[config.mk]
export PLATFORM = sky130hd
export DESIGN_NAME = mul_result_stage
export DESIGN_NICKNAME = d
export VERILOG_FILES = /design/src/rtl/mul_result_stage.sv
export SDC_FILE = /design/constraint.sdc
export NUM_CORES = 1
export LEC_CHECK = 0
export ABC_AREA = 1
export CAP_MARGIN = 40
export CORE_MARGIN = 5
export CORE_UTILIZATION = 50
export DETAILED_ROUTE_END_ITERATION = 16
export PLACE_DENSITY_LB_ADDON = 0.2
export SETUP_SLACK_MARGIN = 0.15
export SLEW_MARGIN = 15
export SYNTH_ARGS = -nofsm -noshare
export SYNTH_HDL_FRONTEND = slang
export SYNTH_SLANG_ARGS = --single-unit
export TNS_END_PERCENT = 50
[constraint.sdc]
create_clock -name clk -period 4.3 [get_ports clk]
set_input_delay 0.86 -clock clk [delete_from_list [all_inputs] [get_ports clk]]
set_output_delay 0.86 -clock clk [all_outputs]
set_load 0.1 [all_outputs]
[src/rtl/mul_result_stage.sv]
// Multiplier result stage: selects the MUL low or MULH* high half, tags it with rd, and queues it for writeback.
// Latency 1 cycle from in_fire to out_valid when empty; sustains 1 result/cycle while out_ready=1.
// Backpressure: 2-entry skid (main + skid); in_ready decodes registered state only. Optional macro: MUL_RESULT_X0_DROP_EN.
module mul_result_stage #(
    parameter int XLEN  = 32,
    parameter int RD_W  = 5,
    parameter int CNT_W = 32
) (
    input  logic                clk,
    input  logic                rst,
    input  logic                flush,
    input  logic                in_valid,
    output logic                in_ready,
    input  logic [1:0]          mul_opcode,
    input  logic [2*XLEN-1:0]   result_multiply,
    input  logic [RD_W-1:0]     rd_addr,
    output logic                out_valid,
    input  logic                out_ready,
    output logic [XLEN-1:0]     out_data,
    output logic [RD_W-1:0]     out_rd,
    output logic                busy,
    output logic [CNT_W-1:0]    mul_count
);

    localparam logic [1:0] S_EMPTY = 2'd0;
    localparam logic [1:0] S_ONE   = 2'd1;
    localparam logic [1:0] S_FULL  = 2'd2;

    logic [1:0]       state_q, state_d;
    logic [XLEN-1:0]  main_data_q, main_data_d;
    logic [RD_W-1:0]  main_rd_q, main_rd_d;
    logic [XLEN-1:0]  skid_data_q, skid_data_d;
    logic [RD_W-1:0]  skid_rd_q, skid_rd_d;
    logic [CNT_W-1:0] mul_count_q, mul_count_d;

    logic [XLEN-1:0]  sel_data;
    logic             in_fire;
    logic             out_fire;
    logic             enq;
    logic             load_main_in;
    logic             load_main_skid;
    logic             load_skid;

    // Half selection ahead of storage, so only XLEN bits are held per entry
    always_comb begin
        sel_data = result_multiply[XLEN-1:0];
        if (mul_opcode != 2'b00) begin
            sel_data = result_multiply[2*XLEN-1:XLEN];
        end
    end

    // Handshakes; an x0-targeted result may be accepted but not enqueued
    always_comb begin
        in_fire  = in_valid & in_ready;
        out_fire = out_valid & out_ready;
`ifdef MUL_RESULT_X0_DROP_EN
        enq      = in_fire & (rd_addr != '0);
`else
        enq      = in_fire;
`endif
    end

    // Next-state logic and storage load strobes; flush overrides everything
    always_comb begin
        state_d        = state_q;
        load_main_in   = 1'b0;
        load_main_skid = 1'b0;
        load_skid      = 1'b0;
        if (flush) begin
            state_d = S_EMPTY;
        end else begin
            case (state_q)
                S_EMPTY: begin
                    if (enq) begin
                        load_main_in = 1'b1;
                        state_d      = S_ONE;
                    end
                end
                S_ONE: begin
                    if (enq && out_fire) begin
                        load_main_in = 1'b1;
                    end else if (enq) begin
                        load_skid = 1'b1;
                        state_d   = S_FULL;
                    end else if (out_fire) begin
                        state_d = S_EMPTY;
                    end
                end
                S_FULL: begin
                    if (out_fire) begin
                        load_main_skid = 1'b1;
                        state_d        = S_ONE;
                    end
                end
                default: state_d = S_EMPTY;
            endcase
        end
    end

    // Outputs decoded purely from registered state (no out_ready -> in_ready path)
    always_comb begin
        out_valid = (state_q == S_ONE) || (state_q == S_FULL);
        in_ready  = (state_q != S_FULL);
        busy      = (state_q != S_EMPTY);
        out_data  = main_data_q;
        out_rd    = main_rd_q;
        mul_count = mul_count_q;
    end

    // Storage and counter next values; registers move only on their load events
    always_comb begin
        main_data_d = main_data_q;
        main_rd_d   = main_rd_q;
        skid_data_d = skid_data_q;
        skid_rd_d   = skid_rd_q;
        if (load_main_in) begin
            main_data_d = sel_data;
            main_rd_d   = rd_addr;
        end else if (load_main_skid) begin
            main_data_d = skid_data_q;
            main_rd_d   = skid_rd_q;
        end
        if (load_skid) begin
            skid_data_d = sel_data;
            skid_rd_d   = rd_addr;
        end
        mul_count_d = mul_count_q + {{(CNT_W-1){1'b0}}, out_fire};
    end

    // State, storage and counter registers with synchronous reset
    always_ff @(posedge clk) begin
        if (rst) begin
            state_q     <= S_EMPTY;
            main_data_q <= '0;
            main_rd_q   <= '0;
            skid_data_q <= '0;
            skid_rd_q   <= '0;
            mul_count_q <= '0;
        end else begin
            state_q     <= state_d;
            main_data_q <= main_data_d;
            main_rd_q   <= main_rd_d;
            skid_data_q <= skid_data_d;
            skid_rd_q   <= skid_rd_d;
            mul_count_q <= mul_count_d;
        end
    end

endmodule

==> results of run 1 <==
==> state kept, by name (all words and copies together) (netlist names) <==
signal       flops
mul_count       32
state_q          2
out_data        32
skid_rd_q        5
out_rd           5
skid_data_q     32
==> kinds of logic after synthesis <==
family | share of synthesized area [%]
flip-flops | 39.01
AO/OA/AOI/OAI | 8.736
XOR/XNOR | 0.9483
AND/OR/NAND/NOR | 41.08
adder cells (fa/ha/maj) | 1.354
buffers and inverters | 8.871
==> where the power goes <==
group	switching (mW)	total [mW]	internal [mW]
Clock	0.357	0.589	0.232
Sequential	0.0174	1.05	1.03
Combinational	0.353	0.581	0.228
Total	0.727	2.22	1.49
==> area by class of cell <==
type	instances	area, um^2	area share, %
multi-input combinational	674	2895	34.52
timing repair buffer	226	2725	32.49
sequential	108	2162	25.78
inverter	67	251.5	2.998
tap	140	175.2	2.088
clock buffer	12	145.1	1.730
clock inverter	4	33.78	0.4027
==> metal layers <==
layer | vias to the layer above | track usage, %
met1 | 2758 | 29.78
met2 | 220 | 46.33
li1 | 3140 | -
met4 | 0 | 9.781
met5 | - | 0
met3 | 36 | 4.474
==> worst max-delay path, stage by stage, from the launching register on <==
cell and delay [ns]:
dfxtp_1 0.39, inv_1 0.08, ha_1 0.28, inv_2 0.11, clkdlybuf4s50_1 0.51, buf_8 0.20
==> how the worst max path moves through the flow <==
stage,start,endpoint,slack [ns],cells after the start
after floorplan,state_q[0],mul_count[20],1.63,12
after global placement,flush,out_data[5],1.42,8
after detailed placement,in_valid,skid_data_q[12],1.37,7
after CTS,state_q[0],in_ready,1.49,5
after global routing,state_q[0],in_ready,1.41,5
final,state_q[0],in_ready,1.49,5
==> stage by stage <==
stage                     power (mW)  instance area [um^2]  cells
after floorplan                1.411                  5543    890
after global placement         1.555                  7003   1143
after detailed placement       1.652                  8209   1215
after CTS                      2.223                  8388   1231
after global routing           2.310                  8388   1231
final                          2.219                  8388   1231
==> cells in the mapped netlist (6+ instances only) <==
master / n / area share [%]
a21oi_1: 19 / 1.7
buf_2: 12 / 1.1
buf_4: 7 / 0.95
buf_6: 6 / 1.2
clkbuf_1: 16 / 1.1
dfxtp_1: 108 / 39
ha_1: 6 / 1.4
inv_1: 64 / 4.3
nand2_1: 239 / 16
nand3_1: 46 / 4.2
nand3b_1: 10 / 1.4
nor2_1: 257 / 17
nor2_2: 6 / 0.68
o21ai_0: 73 / 6.6
==> results.json, run 1 <==
{
  "end_kind": "primary output",
  "fin_skew_ns": 0.01356,
  "rr_endpoint": "skid_data_q[12]",
  "grt_overflow_total": 0,
  "postRouteAntennaNets": 0,
  "relSlewSlack_pct": 53.74,
  "yosys_warnings": 0,
  "setup_tns_ns": 0,
  "cts_hold_buffers": 0,
  "critPathKind": "register to primary output",
  "grt_start_max_net_pins": 60,
  "async_flop_share_pct": 0,
  "min_from": "skid_data_q[0]",
  "pin_count": 148,
  "final_common_cell": "nor2_1",
  "final_nets": 1168,
  "grt_pass1_vias": 6003,
  "ctsResizeCount": 0,
  "clkTransAtPathRegs_ns": 0.10,
  "first_iter_violations": 351,
  "hp-class": "register to register",
  "avgRoutedWirePerCell_um": 13.77,
  "fin_ws_ns": 1.489,
  "ir_drop_mv": 0.1647,
  "viasPerCell": 4.999,
  "fill_cells": 816,
  "crit_fanout": 5,
  "powerDensity_nw_per_um2": 264.5,
  "hold_violations": 0,
  "worstPathArrival_ns": 1.95,
  "p_leak_nw": 3.373,
  "hold_end": "skid_data_q[0]",
  "grt_pass1_wl_um": 27700,
  "die_w_um": 115.3,
  "top_layer_used": "met4",
  "worst-r2r-cell-count": 9,
  "timing.rr.start": "state_q[0]",
  "cts_root_buf": "clkbuf_8",
  "startpoint_type": "register",
  "grt_usage_pct": 25.52,
  "outcome": "complete, no violations",
  "ys_types": 28,
  "hold_slack_ns": 0.4929,
  "post_cts_buffers": 0,
  "initial_core_util_pct": 51.13,
  "gp_congestion": 0.8900,
  "synthToLayoutAreaGrowth_pct": 51.33,
  "wl_met2_um": 8540,
  "rows": 38,
  "max_freq_ghz": 0.3558,
  "n_antenna_cell": 0,
  "vias": 6154,
  "ys_seq_area_share_pct": 39.01,
  "rsz0062_at_grt": "no",
  "synth_edf_count": 0,
  "netlist_area_um2": 5543,
  "port_buffers": 147,
  "coreArea_um2": 10840,
  "required_ns": 3.44,
  "insertion_delay_ns": 0.37,
  "wl_um": 16960,
  "drv_cap": 0,
  "drive_gt1_share_pct": 9.991,
  "cts_buffer_depth": 2,
  "h-tree-depth": 3,
  "fp.dieArea_um2": 13290,
  "regToRegSetupSlack_ns": 1.89,
  "wl_met1_um": 6894,
  "drc": 0,
  "numClockSinks": 108,
  "timing.final.crit_share_pct": 65.37,
  "final_cell_mix": "257 x nor2_1, 239 x nand2_1, 146 x clkdlybuf4s50_1",
  "preCtsSetupSlack_ns": 1.372,
  "hold_path_depth": 2,
  "worstMarginPinSlew_ns": 0.6939,
  "fin_crit_ns": 2.811,
  "drtPass1Iterations": 5,
  "die_h_um": 115.3,
  "syn_nets": 972,
  "dp_hpwl_um": 12210,
  "slew_viol_final": 0,
  "cts_made_buffers": 9,
  "wl_met3_um": 1045,
  "synth_ff_type": "dfxtp_1",
  "syn_avg_cell_area_um2": 6.228,
  "setup_violations": 0,
  "cts_tree": "built",
  "final_util_pct": 77.38,
  "antenna_found_initial": 0,
  "ys_seq_elements": 108,
  "synthCells": 890
}
Power figures use the tool's default switching activity.
==> run 2: changes to the inputs <==
CORE_UTILIZATION = 44   (was 50)
clock period = 2.3 ns   (was 4.3 ns; I/O delays follow)
==> run 2 against run 1 <==
Wire length is 11% lower. Critical path depth is 3 higher. Flip-flop and latch count stayed put. Die area is 12% higher. Critical endpoint is now skid_data_q[21]. Largest cell class unchanged. Largest power group unchanged.
==> results.json, run 2 (same netlist as run 1, synthesis figures left out) <==
{
  "outcome": "complete, no violations",
  "n_antenna_cell": 0,
  "post_cts_buffers": 0,
  "grt_overflow_total": 0,
  "cts_tree": "built",
  "rsz0062_at_grt": "no",
  "min_from": "mul_count[31]",
  "startpoint_type": "register",
  "switching_share_pct": 30.32,
  "hp-class": "register to register",
  "powerDensity_nw_per_um2": 608.7,
  "postRouteAntennaNets": 0,
  "fin_crit_ns": 1.933,
  "grt_usage_pct": 20.65,
  "required_ns": 2.55,
  "fin_area_um2": 7313,
  "drive_gt1_share_pct": 12.44,
  "p_leak_nw": 3.078,
  "path_buf_inv": 3,
  "p_sw_mw": 1.349,
  "coreArea_um2": 12470,
  "numClockSinks": 108,
  "die_w_um": 122.2,
  "h-tree-depth": 3,
  "p_comb_share_pct": 20.7,
  "synthToLayoutAreaGrowth_pct": 31.94,
  "grt_start_max_net_pins": 60,
  "worst-r2r-cell-count": 8,
  "cp_slowest_cell": "dfxtp_2",
  "clkTransAtPathRegs_ns": 0.07,
  "setup_tns_ns": 0,
  "final_cell_mix": "257 x nor2_1, 239 x nand2_1, 104 x dfxtp_1",
  "vias": 5647,
  "ir_drop_mv": 0.3859,
  "hold_path_depth": 2,
  "cts_root_buf": "clkbuf_16",
  "drc": 0,
  "end_kind": "register",
  "critPathKind": "register to register",
  "worstPathArrival_ns": 2.18,
  "rr_endpoint": "skid_data_q[21]",
  "grt_pass1_wl_um": 24860,
  "fp.dieArea_um2": 14940,
  "regToRegSetupSlack_ns": 0.37,
  "antenna_found_initial": 0,
  "drtPass1Iterations": 5,
  "cts_buffer_depth": 2,
  "grt_pass1_vias": 5212,
  "path_cells": "inv_2 -> ha_1 -> inv_2 -> nand2_1 -> nor3_4 -> inv_2 -> o21ai_0 -> nor2_1",
  "first_iter_violations": 380,
  "avgRoutedWirePerCell_um": 12.57,
  "rows": 41,
  "final_common_cell": "nor2_1",
  "placed_area_um2": 7013,
  "fin_skew_ns": 0.008390,
  "wl_um": 15100,
  "seq_power_share_pct": 44.1,
  "internal-power_mw": 3.102,
  "cts_hold_buffers": 0,
  "port_buffers": 147,
  "timing.final.crit_share_pct": 84.02,
  "viasPerCell": 4.702,
  "final_nets": 1106,
  "crit_fanout": 37,
  "cp_slowest_stage_delay_ns": 0.36,
  "initial_core_util_pct": 44.46,
  "dp_hpwl_um": 10580,
  "path_delay_family": "buffers and inverters",
  "worstMarginPinSlew_ns": 0.6909,
  "gp_congestion": 0.9334,
  "insertion_delay_ns": 0.36,
  "cp_common_cell": "inv_2",
  "pin_count": 148,
  "hold_end": "mul_count[31]",
  "power_frac_clock_pct": 35.2,
  "timing.rr.start": "state_q[0]",
  "die_h_um": 122.2,
  "slew_viol_final": 0,
  "hold_violations": 0,
  "relSlewSlack_pct": 53.94,
  "max_freq_ghz": 0.5175,
  "drv_cap": 0,
  "setup_violations": 0,
  "ctsResizeCount": 0,
  "cts_made_buffers": 9
}
==> run 2: cell types whose count changed in the layout (fill, tap and decap cells not counted), moves of 9 or more <==
| cell | before | now |
|---|---|---|
| clkdlybuf4s50_1 | 146 | 74 |
| buf_16 | 10 | 0 |
| buf_8 | 62 | 0 |
| clkbuf_8 | 10 | 1 |
| buf_4 | 7 | 85 |
| clkbuf_16 | 0 | 9 |
==> run 2: tightest hold or removal path, delay by kind of cell, from the launching register on <==
kind / cells / cell delay (ns)
AO/OA/AOI/OAI: 1 / 0.05
flip-flops: 1 / 0.33
AND/OR/NAND/NOR: 1 / 0.06
==> run 2: cell type report <==
class | count | area [um^2]
fillers | 1261 | 5152
multi-input cells | 674 | 2920
well taps | 172 | 215.2
clock buffers | 12 | 246.5
inverters | 67 | 251.5
clock inverters | 4 | 48.80
repair buffers | 164 | 1464
flip-flops and latches | 108 | 2167
==> run 2: worst max-delay path by stage <==
stage	startpoint	to	slack [ns]	cells past startpoint
2_1_floorplan	state_q[0]	mul_count[20]	0.15	12
3_5_place_dp	out_ready	mul_count[20]	0.03	11
3_3_place_gp	out_ready	mul_count[22]	0.07	11
5_1_grt	state_q[0]	skid_data_q[2]	0.18	8
6_report	state_q[0]	skid_data_q[21]	0.37	8
4_1_cts	state_q[1]	mul_count[20]	0.35	12
==> run 2: layer usage <==
layer	up-vias	part of all wire [%]	wire length, um	global-route usage (%)
met2	145	46	7016	34.35
met5	-	0	0	0
met3	17	6.7	1019	4.516
met4	0	1.5	231	7.208
met1	2460	45	6830	26.46
li1	3025	-	-	-
==> run 2: per-stage QoR <==
| stage | setup slack [ns] | utilization [%] | power, mW | instances | hold slack [ns] |
|---|---|---|---|---|---|
| 5_1_grt | 0.1817 | 58.67 | 4.650 | 1201 | 0.4924 |
| 6_report | 0.3674 | 58.67 | 4.451 | 1201 | 0.4805 |
| 4_1_cts | 0.3453 | 58.63 | 4.490 | 1201 | 0.4822 |
| 3_5_place_dp | 0.03213 | 56.26 | 2.930 | 1185 | 0.4711 |
| 3_3_place_gp | 0.06654 | 56.26 | 2.925 | 1185 | 0.4612 |
| 2_1_floorplan | 0.1543 | - | 2.646 | 890 | 0.4543 |
==> run 2: power groups by stage <==
stage / combinational (mW) / sequential [mW] / clock [mW]
floorplan: 0.370 / 2.28 / 0
global placement: 0.921 / 2.00 / 0
detailed placement: 0.924 / 2.01 / 0
CTS: 0.928 / 1.96 / 1.60
global route: 1.00 / 1.97 / 1.68
finish: 0.921 / 1.96 / 1.57
==> run 3: changes to the inputs <==
clock period = 1.66 ns   (was 2.3 ns; I/O delays follow)
==> run 3 against run 2 <==
The run now ends with setup timing left. Critical path type unchanged. Die area did not move. Global-route usage is 0.80 points higher. Via count grew 5.4%. Flip-flop and latch count is the same. Final cell count increased by 2.7%. Core utilization grew 12 points. Sequential power rose by 40%. Sequential share of layout area is 4.6 points lower.
==> results.json, run 3 (same netlist as run 1, synthesis figures left out) <==
{
  "outcome": "complete, but fails checks",
  "violations": "setup timing",
  "min_from": "rst",
  "hold_violations": 0,
  "wl_met3_um": 1162,
  "cts_made_buffers": 9,
  "regToRegSetupSlack_ns": -0.12,
  "dp_hpwl_um": 11720,
  "wl_met2_um": 8061,
  "setup_violations": 77,
  "drc": 0,
  "cp_slowest_cell": "dfxtp_2",
  "final_cell_mix": "246 x nor2_1, 233 x nand2_1, 83 x buf_12",
  "worstMarginPinSlew_ns": 0.3250,
  "fin_area_um2": 8788,
  "cp_slowest_stage_delay_ns": 0.34,
  "fin_skew_ns": 0.01148,
  "worst-r2r-cell-count": 11,
  "grt_usage_pct": 21.44,
  "crit_fanout": 7,
  "rsz0062_at_grt": "yes",
  "cts_buffer_depth": 2,
  "worstPathArrival_ns": 2.02,
  "placed_area_um2": 8280,
  "cp_common_cell": "nor2_1",
  "slew_viol_final": 0,
  "numClockSinks": 108,
  "cts_hold_buffers": 0,
  "cts_root_buf": "clkbuf_16",
  "hold_path_depth": 3,
  "final_util_pct": 70.50,
  "path_buf_inv": 3,
  "critPathLaunch": "state_q[1]",
  "h-tree-depth": 3,
  "initial_core_util_pct": 44.46,
  "port_buffers": 147,
  "wl_um": 16270,
  "drive_gt1_share_pct": 20.45,
  "p_leak_nw": 3.531,
  "die_w_um": 122.2,
  "final_nets": 1139,
  "fin_crit_ns": 1.781,
  "vias": 5954,
  "grt_pass1_wl_um": 26070,
  "coreArea_um2": 12470,
  "fp.dieArea_um2": 14940,
  "powerDensity_nw_per_um2": 724.2,
  "fin_ws_ns": -0.1214,
  "gp_congestion": 0.8985,
  "antenna_found_initial": 0,
  "rows": 41,
  "drv_cap": 0,
  "postRouteAntennaNets": 0,
  "hold_end": "out_data[16]",
  "cts_tree": "built",
  "die_h_um": 122.2,
  "synthToLayoutAreaGrowth_pct": 58.56,
  "wl_met1_um": 6845,
  "startpoint_type": "register",
  "path_delay_family": "simple AND/OR/NAND/NOR gates",
  "max_freq_ghz": 0.5614,
  "avgRoutedWirePerCell_um": 13.20,
  "top_layer_used": "met4",
  "ir_drop_mv": 0.5154,
  "preCtsSetupSlack_ns": -0.3862,
  "end_kind": "register",
  "grt_pass1_vias": 5674,
  "insertion_delay_ns": 0.35,
  "relSlewSlack_pct": 78.25,
  "seqCellArea_um2": 2201,
  "rr_endpoint": "out_data[19]",
  "critPathKind": "register to register",
  "clkTransAtPathRegs_ns": 0.07,
  "n_antenna_cell": 0,
  "pin_count": 148,
  "viasPerCell": 4.829,
  "final_common_cell": "nor2_1",
  "drtPass1Iterations": 5,
  "multi_input_area_um2": 3082,
  "grt_overflow_total": 0,
  "timing.final.crit_share_pct": 107.3,
  "required_ns": 1.89,
  "hp-class": "primary input to register",
  "fill_cells": 1022,
  "path_cells": "inv_2 -> ha_4 -> nand2_2 -> buf_4 -> nor2_4 -> nand2_2 -> nand3_4 -> clkbuf_16 -> nor2_1 -> nor2_1 -> nor2_1",
  "first_iter_violations": 375,
  "timing.rr.start": "state_q[1]",
  "grt_start_max_net_pins": 46
}
==> run 3: cell types whose count changed in the layout (fill, tap and decap cells not counted), sizes merged <==
cell      change
buf          +31
clkinv        -1
clkbuf        +1
bufinv        -1
inv           -1
clkinvlp      +3
==> run 3: layout make-up <==
cell class / instances / area share [%]
tap: 172 / 2.449
clock buffer: 11 / 2.876
clock inverter: 4 / 0.2847
multi-input combinational: 674 / 35.07
inverter: 67 / 2.990
sequential: 108 / 25.04
timing repair buffer: 197 / 31.29
==> run 3: worst max-delay path by stage <==
stage / endpoint / slack (ns) / depth (start not counted)
2_1_floorplan: mul_count[20] / -0.39 / 12
3_3_place_gp: mul_count[20] / -0.35 / 11
3_5_place_dp: mul_count[20] / -0.39 / 11
4_1_cts: mul_count[20] / -0.1 / 12
5_1_grt: out_data[19] / -0.24 / 11
6_report: out_data[19] / -0.12 / 11
==> run 3: through the flow <==
| stage | power, mW | hold slack, ns | setup TNS (ns) | cells |
|---|---|---|---|---|
| CTS | 6.365 | 0.4370 | -2.014 | 1229 |
| floorplan | 3.674 | 0.4543 | -8.847 | 890 |
| finish | 6.365 | 0.4495 | -3.126 | 1233 |
| global route | 6.621 | 0.4645 | -13.76 | 1233 |
| global placement | 4.312 | 0.4608 | -16.47 | 1210 |
| detailed placement | 4.328 | 0.4708 | -20.64 | 1210 |
==> run 3: routing by layer <==
metal,vias to the layer above,track usage (%)
met3,18,4.839
li1,3090,-
met5,-,0
met2,167,38.03
met1,2679,25.84
met4,0,6.508
==> run 3: repair_timing <==
action / 4_1_cts / 5_1_grt
pin swaps: 19 / 16
setup endpoints to repair: 103 / 107
hold endpoints to repair: 0 / 0
buffers inserted: 3 / 1
resized for setup: 29 / 16
gates cloned: 1 / 3
==> run 3: report_power, final <==
part	total [mW]	leakage, nW	switching, mW	internal, mW
registers	2.75	0.891	0.0720	2.67
clock network	2.03	0.133	0.948	1.09
logic	1.58	2.51	0.924	0.661
total	6.36	3.53	1.94	4.42
==> run 3: worst min-delay path, cell delays in order <==
cell,delay (ns)
buf_2,0.13
buf_4,0.20
nor2_1,0.10
